File: config.mk
export PLATFORM = sky130hd
export DESIGN_NAME = multicycle_control
export DESIGN_NICKNAME = d
export VERILOG_FILES = /design/src/rtl/ctrl_pkg.sv /design/src/rtl/ctrl_decode.sv /design/src/rtl/multicycle_control.sv
export SDC_FILE = /design/constraint.sdc
export NUM_CORES = 1
export LEC_CHECK = 0
export ABC_AREA = 1
export CAP_MARGIN = 20
export CORE_MARGIN = 3
export CORE_UTILIZATION = 55
export DETAILED_ROUTE_END_ITERATION = 10
export PLACE_DENSITY = 0.95
export SYNTH_ARGS = -nofsm -noshare
export SYNTH_HDL_FRONTEND = slang
export SYNTH_SLANG_ARGS = --single-unit
File: constraint.sdc
create_clock -name clk -period 12.75 [get_ports clk]
set_clock_uncertainty 0.15 [all_clocks]
set_input_delay 3.825 -clock clk [delete_from_list [all_inputs] [get_ports clk]]
set_output_delay 3.825 -clock clk [all_outputs]
set_load 0.005 [all_outputs]
File: src/rtl/ctrl_pkg.sv
// Shared encodings for the multi-cycle sequencer: opcodes, FSM states,
// instruction classes and datapath select values.
package ctrl_pkg;

  localparam logic [5:0] OP_AND  = 6'b100000;
  localparam logic [5:0] OP_NOR  = 6'b100110;
  localparam logic [5:0] OP_NOT  = 6'b000100;
  localparam logic [5:0] OP_ROLV = 6'b000000;
  localparam logic [5:0] OP_RORV = 6'b000010;
  localparam logic [5:0] OP_NORI = 6'b001110;
  localparam logic [5:0] OP_LW   = 6'b100011;
  localparam logic [5:0] OP_SW   = 6'b101011;
  localparam logic [5:0] OP_JR   = 6'b001000;
  localparam logic [5:0] OP_JAL  = 6'b000011;
  localparam logic [5:0] OP_BLEU = 6'b010000;

  typedef enum logic [3:0] {
    S_FETCH, S_DECODE, S_EXEC_R, S_EXEC_I, S_ADDR,
    S_MEM, S_WB, S_BRANCH, S_JUMP, S_TRAP
  } state_e;

  typedef enum logic [2:0] {
    CLS_R, CLS_I, CLS_MEM, CLS_BR, CLS_JMP, CLS_ILL
  } op_class_e;

  localparam logic [4:0] ALU_AND    = 5'd0;
  localparam logic [4:0] ALU_NOR    = 5'd1;
  localparam logic [4:0] ALU_ADD    = 5'd2;
  localparam logic [4:0] ALU_CMPLEU = 5'd3;
  localparam logic [4:0] ALU_ROL    = 5'd4;
  localparam logic [4:0] ALU_ROR    = 5'd5;

  localparam logic [1:0] PC_PLUS4  = 2'd0;
  localparam logic [1:0] PC_BRANCH = 2'd1;
  localparam logic [1:0] PC_REG    = 2'd2;
  localparam logic [1:0] PC_JUMP   = 2'd3;

  localparam logic [1:0] SRCB_RT   = 2'd0;
  localparam logic [1:0] SRCB_FOUR = 2'd1;
  localparam logic [1:0] SRCB_SEXT = 2'd2;
  localparam logic [1:0] SRCB_ZEXT = 2'd3;

  localparam logic [1:0] DST_RT = 2'd0;
  localparam logic [1:0] DST_RD = 2'd1;
  localparam logic [1:0] DST_RA = 2'd2;

  localparam logic [1:0] WB_ALU = 2'd0;
  localparam logic [1:0] WB_MEM = 2'd1;
  localparam logic [1:0] WB_PC  = 2'd2;

endpackage

File: src/rtl/ctrl_decode.sv
// Opcode classifier and ALU operation lookup; one copy serves both the
// DECODE dispatch and the execute/writeback states.
module ctrl_decode
  import ctrl_pkg::*;
(
  input  logic [5:0] opcode,
  output op_class_e  op_class,
  output logic [4:0] alu_ctl
);

  always_comb begin
    op_class = CLS_ILL;
    alu_ctl  = ALU_AND;
    case (opcode)
      OP_AND:  begin op_class = CLS_R;   alu_ctl = ALU_AND; end
      OP_NOR:  begin op_class = CLS_R;   alu_ctl = ALU_NOR; end
      OP_NOT:  begin op_class = CLS_R;   alu_ctl = ALU_NOR; end
      OP_ROLV: begin op_class = CLS_R;   alu_ctl = ALU_ROL; end
      OP_RORV: begin op_class = CLS_R;   alu_ctl = ALU_ROR; end
      OP_NORI: begin op_class = CLS_I;   alu_ctl = ALU_NOR; end
      OP_LW,
      OP_SW:   begin op_class = CLS_MEM; alu_ctl = ALU_ADD; end
      OP_BLEU: begin op_class = CLS_BR;  alu_ctl = ALU_CMPLEU; end
      OP_JR,
      OP_JAL:  op_class = CLS_JMP;
      default: op_class = CLS_ILL;
    endcase
  end

endmodule

File: src/rtl/multicycle_control.sv
// Multi-cycle instruction sequencer: steps each instruction through fetch,
// decode, execute, memory and writeback over a shared req/ready memory port.
//
// state    | meaning
// FETCH    | request instruction word (when run or a fetch is pending)
// DECODE   | latch opcode, dispatch by instruction class
// EXEC_R   | register-register ALU op
// EXEC_I   | nori with zero-extended immediate
// ADDR     | effective address for lw/sw
// MEM      | data access, held until mem_ready
// WB       | register-file write, retire
// BRANCH   | bleu compare and conditional PC load, retire
// JUMP     | jr/jal PC load (jal links), retire
// TRAP     | illegal opcode, absorbing until reset
module multicycle_control
  import ctrl_pkg::*;
#(
  parameter int RETIRE_W = 32
) (
  input  logic                clk,
  input  logic                reset,
  input  logic                run,
  input  logic [5:0]          opcode,
  input  logic                cmp_le,
  input  logic                mem_ready,
  output logic                mem_req,
  output logic                mem_we,
  output logic                iord,
  output logic                ir_write,
  output logic                pc_write,
  output logic [1:0]          pc_src,
  output logic [4:0]          alu_ctl,
  output logic [1:0]          alu_src_b,
  output logic                reg_write,
  output logic [1:0]          reg_dst,
  output logic [1:0]          mem_to_reg,
  output logic                trap,
  output logic [RETIRE_W-1:0] retired
);

  state_e     state, nxt;
  logic [5:0] op_q;
  logic       fetch_pend, pend_nxt;
  logic       retire;
  op_class_e  dec_class;
  logic [4:0] dec_alu;

  ctrl_decode u_decode (
    .opcode   ((state == S_DECODE) ? opcode : op_q),
    .op_class (dec_class),
    .alu_ctl  (dec_alu)
  );

  always_ff @(posedge clk or posedge reset) begin
    if (reset) begin
      state      <= S_FETCH;
      op_q       <= '0;
      fetch_pend <= 1'b0;
      retired    <= '0;
    end else begin
      state      <= nxt;
      fetch_pend <= pend_nxt;
      if (state == S_DECODE) op_q <= opcode;
      if (retire) retired <= retired + RETIRE_W'(1);
    end
  end

  always_comb begin
    nxt        = state;
    pend_nxt   = 1'b0;
    retire     = 1'b0;
    mem_req    = 1'b0;
    mem_we     = 1'b0;
    iord       = 1'b0;
    ir_write   = 1'b0;
    pc_write   = 1'b0;
    pc_src     = PC_PLUS4;
    alu_ctl    = ALU_AND;
    alu_src_b  = SRCB_RT;
    reg_write  = 1'b0;
    reg_dst    = DST_RT;
    mem_to_reg = WB_ALU;
    trap       = 1'b0;
    case (state)
      // a started fetch keeps requesting even if run drops mid-wait
      S_FETCH: if (run || fetch_pend) begin
        mem_req = 1'b1;
        if (mem_ready) begin
          ir_write = 1'b1;
          pc_write = 1'b1;
          nxt      = S_DECODE;
        end else begin
          pend_nxt = 1'b1;
        end
      end
      S_DECODE: begin
        case (dec_class)
          CLS_R:   nxt = S_EXEC_R;
          CLS_I:   nxt = S_EXEC_I;
          CLS_MEM: nxt = S_ADDR;
          CLS_BR:  nxt = S_BRANCH;
          CLS_JMP: nxt = S_JUMP;
          default: nxt = S_TRAP;
        endcase
      end
      S_EXEC_R: begin
        alu_ctl = dec_alu;
        nxt     = S_WB;
      end
      S_EXEC_I: begin
        alu_ctl   = ALU_NOR;
        alu_src_b = SRCB_ZEXT;
        nxt       = S_WB;
      end
      S_ADDR: begin
        alu_ctl   = ALU_ADD;
        alu_src_b = SRCB_SEXT;
        nxt       = S_MEM;
      end
      S_MEM: begin
        mem_req = 1'b1;
        iord    = 1'b1;
        mem_we  = (op_q == OP_SW);
        if (mem_ready) begin
          if (op_q == OP_SW) begin
            retire = 1'b1;
            nxt    = S_FETCH;
          end else begin
            nxt = S_WB;
          end
        end
      end
      S_WB: begin
        reg_write  = 1'b1;
        reg_dst    = (dec_class == CLS_R) ? DST_RD : DST_RT;
        mem_to_reg = (op_q == OP_LW) ? WB_MEM : WB_ALU;
        retire     = 1'b1;
        nxt        = S_FETCH;
      end
      S_BRANCH: begin
        alu_ctl  = ALU_CMPLEU;
        pc_write = cmp_le;
        pc_src   = PC_BRANCH;
        retire   = 1'b1;
        nxt      = S_FETCH;
      end
      S_JUMP: begin
        pc_write = 1'b1;
        retire   = 1'b1;
        nxt      = S_FETCH;
        if (op_q == OP_JAL) begin
          pc_src     = PC_JUMP;
          reg_write  = 1'b1;
          reg_dst    = DST_RA;
          mem_to_reg = WB_PC;
        end else begin
          pc_src = PC_REG;
        end
      end
      S_TRAP: trap = 1'b1;
      default: nxt = S_FETCH;
    endcase
    // reset silences every output at once, including an in-flight mem_req
    if (reset) begin
      mem_req    = 1'b0;
      mem_we     = 1'b0;
      iord       = 1'b0;
      ir_write   = 1'b0;
      pc_write   = 1'b0;
      pc_src     = PC_PLUS4;
      alu_ctl    = ALU_AND;
      alu_src_b  = SRCB_RT;
      reg_write  = 1'b0;
      reg_dst    = DST_RT;
      mem_to_reg = WB_ALU;
      trap       = 1'b0;
    end
  end

endmodule

==> metrics.csv <==
metric;value;unit
WL final;7150;µm
Post-CTS Hold Fix Bufs;0;
worst slew margin relative to its limit;36.8;%
clk sinks;43;
Area Overhead vs Synth;25.8;%
fin crit period;10.22;ns
Top delay family on crit path;buffers and inverters;
global-route wire length before repair;12400;µm
FFs w/ async S/R, synth;100;%
leakage power;1.65;nW
vias;2819;
Cells on Worst Hold Path;1;
I/O Buffers;60;
Crit. End Element;output port;
Detailed Place HPWL;5610;µm
count of different cell masters after synthesis;35;
gr ovfl total;0;
CP max-delay cell;inv_2;
Hold WC Path Type;reg2reg;
main flop type after synthesis;dfrtp_1;
number of diodes;0;
Yosys reg bits;43;
vias in the first global route;2724;
core footprint;4910;µm²
CP startpoint;reset;
Max Cap Violations;0;
CP cell instances;clkdlybuf4s50_1, inv_2, nand2_1, nor4_1, clkdlybuf4s50_1;
CP Max Fanout;49;
remaining antenna violation count after routing;0;
setup_tns;0;ns
# DRC;0;
main area contributors after synthesis;dfrtp_1 37%, nand2_1 12%, xor2_1 7.6%;
CTS tree;built;
Hold WS;0.372;ns
row count;25;
DRT iter0 DRCs;317;
Vias per Instance;5.48;
unrepaired setup endpoints after global routing;no;
Slew Limit Fails;0;
GRT Util Overall;24.9;%
Max Root-Sink Buffers;2;
# setup viols final;0;
hold worst-path end;retired[3]$_DFFE_PP0P_;
Starting Density;58.8;%
PwrDens;65.3;nW/µm²
Yosys warnings;0;
Final WS setup;2.53;ns
Wirelength per Cell;13.9;µm
nets;458;
Critical Path Start Type;primary input;
register area share after synthesis;37.3;%
FF-to-FF End;retired[26]$_DFFE_PP0P_;
Design Area, Final;3630;µm²
cts repair resizes;0;
status;completed;
setup bufs post-CTS;0;
Data required, critical path;8.77;ns
dpl cell area;3530;µm²
worst ir drop on vdd;0.0000843;V
worst reg2reg setup slack;10.39;ns
Critical path buffers and inverters;3;
f_max;0.0978;GHz
Pre-Repair DR Iteration Count;5;
pin count of the biggest net entering global routing;50;
cells after synthesis;384;
commonest non-fill, non-tap cell in the layout;nand2_1;
Worst EP arrival;6.25;ns
HP Start;retired[3]$_DFFE_PP0P_;
CP dominant cell by count;clkdlybuf4s50_1;
leading cell types in the layout, fill and taps excluded;96 x nand2_1, 60 x clkdlybuf4s50_1, 45 x inv_1;
CTS buffer count;5;
die height;78.5;µm
GP Congestion;0.934;
Die Width;78.5;µm
Post-synth EDFFs;0;
clk_lat worst skew;0.31;ns
Synth top area share;37.3;%
CTS clk-pin slew, worst paths;0.08;ns
Slew @ Worst Pin;0.946;ns
reg2reg start;state[1]$_DFFE_PP0P_;
Tcrit/Tclk final;80.2;%
Cell Area, Synth;2890;µm²
Yosys top cell by area;dfrtp_1;
Critical Path Max Stage Delay;0.78;ns
Die ar.;6160;µm²
H-tree depth;2;
IO Count;63;
DP Worst Slack;2.51;ns
initial antenna violation count;0;
Final Hold Violating Endpoints;0;
syn avg cell area;7.52;µm²
Register-to-Register Path Depth;9;
layout cell share with drive strength beyond 1;11.6;%
critical path class;in2out;
Root Driver;clkbuf_8;
cell families after synthesis:
family                   Yosys count  share of synthesized area (%)
AND/OR/NAND/NOR                  232                           41.0
buffers and inverters             60                           8.49
flip-flops                        43                           37.3
XOR/XNOR                          31                           9.40
AO/OA/AOI/OAI                     16                           3.25
adder cells (fa/ha/maj)            1                          0.433
other                              1                          0.130
worst max-delay path by stage:
| stage | end | slack [ns] | cells after the start |
|---|---|---|---|
| floorplan | alu_ctl[2] | 3.28 | 4 |
| global placement | mem_to_reg[0] | 2.54 | 5 |
| detailed placement | mem_to_reg[0] | 2.51 | 5 |
| CTS | mem_to_reg[0] | 2.48 | 5 |
| global route | mem_to_reg[0] | 2.24 | 5 |
| finish | mem_to_reg[0] | 2.53 | 5 |
final cells by class:
class	count	area, µm²
Tap cell	67	83.8
Multi-Input combinational cell	282	1570
Clock buffer	6	82.6
Timing Repair Buffer	60	601
Sequential cell	43	1080
Clock inverter	2	16.3
Inverter	54	203
Fill cell	375	1280
synth_stat cells, types with 2 or more instances:
master and n:
nand2_4 3, xor2_1 25, nand2_2 7, inv_2 8, inv_1 46, nor2_4 7
nor2_1 34, a21oi_1 5, nand2_1 96, nand4_4 2, nor4_1 5, nand3_1 30
nand3_2 2, o21ai_1 4, o21ai_0 2, a31oi_1 2, nor3_2 3, nor3_1 21
buf_4 3, dfrtp_1 43, a21oi_2 2, nor2_2 7, nand4_1 10, xnor2_1 6
per-stage QoR:
step | total power [mW] | instances | utilization, %
2_1_floorplan | 0.143 | 385 | -
3_3_place_gp | 0.147 | 506 | 71.9
3_5_place_dp | 0.147 | 506 | 71.9
4_1_cts | 0.238 | 514 | 74.0
5_1_grt | 0.244 | 514 | 74.0
6_report | 0.237 | 514 | 74.0
sequential cells by signal, summed over array words and instances, names as in the netlist:
register,cells
fetch_pend,1
op_q,6
retired,32
state,4
metal layers:
layer / vias to the layer above / global-route usage [%] / wire length, µm
met5: - / 0 / 0
met4: 0 / 7.69 / 138
met3: 16 / 5.16 / 515
met2: 133 / 40.8 / 3440
met1: 1317 / 33.3 / 3060
li1: 1353 / - / -
power breakdown:
| part | internal [mW] | leakage, nW | switching [mW] |
|---|---|---|---|
| Combinational | 0.00316 | 1.12 | 0.00448 |
| Sequential | 0.136 | 0.486 | 0 |
| Clock | 0.0442 | 0.0474 | 0.0491 |
Power figures use the tool's default switching activity.
==> patch, RTL diff (same settings) <==
Change the parameter `RETIRE_W` from 32 to 16.
--- a/src/rtl/multicycle_control.sv
+++ b/src/rtl/multicycle_control.sv
@@ -15,7 +15,7 @@
 module multicycle_control
   import ctrl_pkg::*;
 #(
-  parameter int RETIRE_W = 32
+  parameter int RETIRE_W = 16
 ) (
   input  logic                clk,
   input  logic                reset,
Interface: changed (resized retired); port bits go from 63 to 47. No check against the original RTL was run, so the function may have changed too.
==> patch against the original RTL <==
Fmax is 4.1% higher. Routed wire length down 38%. Sequential share of layout area decreased by 0.24 points. Worst setup slack better by 0.40 ns. Sequential cell count decreased by 16. Synthesized area decreased by 38%. Cell count fell by 33%. Final area decreased by 37%.
Power is left out: it rests on default switching activity, and per cell area and clock period it moved more than threefold.
==> patch: results (changes against the original RTL) <==
- Outcome: finished clean
- Setup crit start: opcode[2]
- Slew Limit Headroom: 60.6% (+24 points)
- Area taken by multi-input logic gates: 950 um2 (-40%)
- Met1 usage: 33.4% (+0.15 points)
- Pin count of the biggest net entering global routing: 31 (-38%)
- Reg2Reg Launch Point: op_q[2]
- Final nets: 313 (-32%)
- GP Congestion: 0.949 (+1.6%)
- Non-clock buffer area fraction after layout: 19.5% (+2.9 points)
- Biggest regs: retired: 16 flops, op_q: 6 flops, state: 4 flops
- Met3 Use GR: 1.96% (-3.2 points)
- FF-to-FF End: retired[15]
- Worst setup path endpoint: reg_dst[0]
- Sequential area share after synthesis: 37.6% (+0.29 points)
- Area grow syn2layout: 27.8%
- Vias in the first global route: 1657 (-39%)
- Inverters: 38 (-30%)
- Post-Syn Instances: 255 (-34%)
- Non-Clock Buffer Count: 45 (-25%)
- Count of cell types in the netlist: 28 (-20%)
- Post-place instance area: 2270 um2 (-36%)
- Clk cell area share: 1.20% (-1.5 points)
- Share of layout cells above drive strength 1: 9.00% (-2.6 points)
- Filler cell count: 233 (-38%)
- R2r worst-path depth: 10 (+1)
- Clock buffers: 3 (-3)
- Met2 Usage GRT: 36.6% (-4.2 points)
- Area contributors post-synth: dfrtp_1 38%, nand2_1 12%, nand3_1 7.2%
- Drt initial violations: 119 (-62%)
- Hold Slack: 0.368 ns (-0.00465 ns)
- Finished Layout Cells: 344 (-33%)
- Global-route wire length before repair: 7.49 mm (-39%)
- Hold endpoint: retired[9]
- Fmax: 102 MHz (+4.1%)
- Dpl hpwl: 3.44 mm (-39%)
patch: cell types whose count changed in the layout (fill, tap and decap cells not counted), moves of 6 or more:
cell / unedited run / this run
clkbuf_8: 6 / 0
nor3_1: 21 / 8
nand2_1: 96 / 56
inv_2: 9 / 3
inv_1: 45 / 34
dfrtp_1: 43 / 27
clkdlybuf4s50_1: 60 / 44
xor2_1: 25 / 7
patch: cell families after synthesis:
| group | synth area share (%) |
|---|---|
| other | 0.208 |
| AO/OA/AOI/OAI | 5.98 |
| flip-flops | 37.6 |
| AND/OR/NAND/NOR | 39.8 |
| XOR/XNOR | 5.84 |
| adder cells (fa/ha/maj) | 0.695 |
| buffers and inverters | 9.87 |
patch: layer usage:
| layer | up-vias | wire [um] |
|---|---|---|
| met3 | 8 | 258 |
| met5 | - | 0 |
| met2 | 71 | 2060 |
| li1 | 905 | - |
| met4 | 0 | 51 |
| met1 | 847 | 2040 |
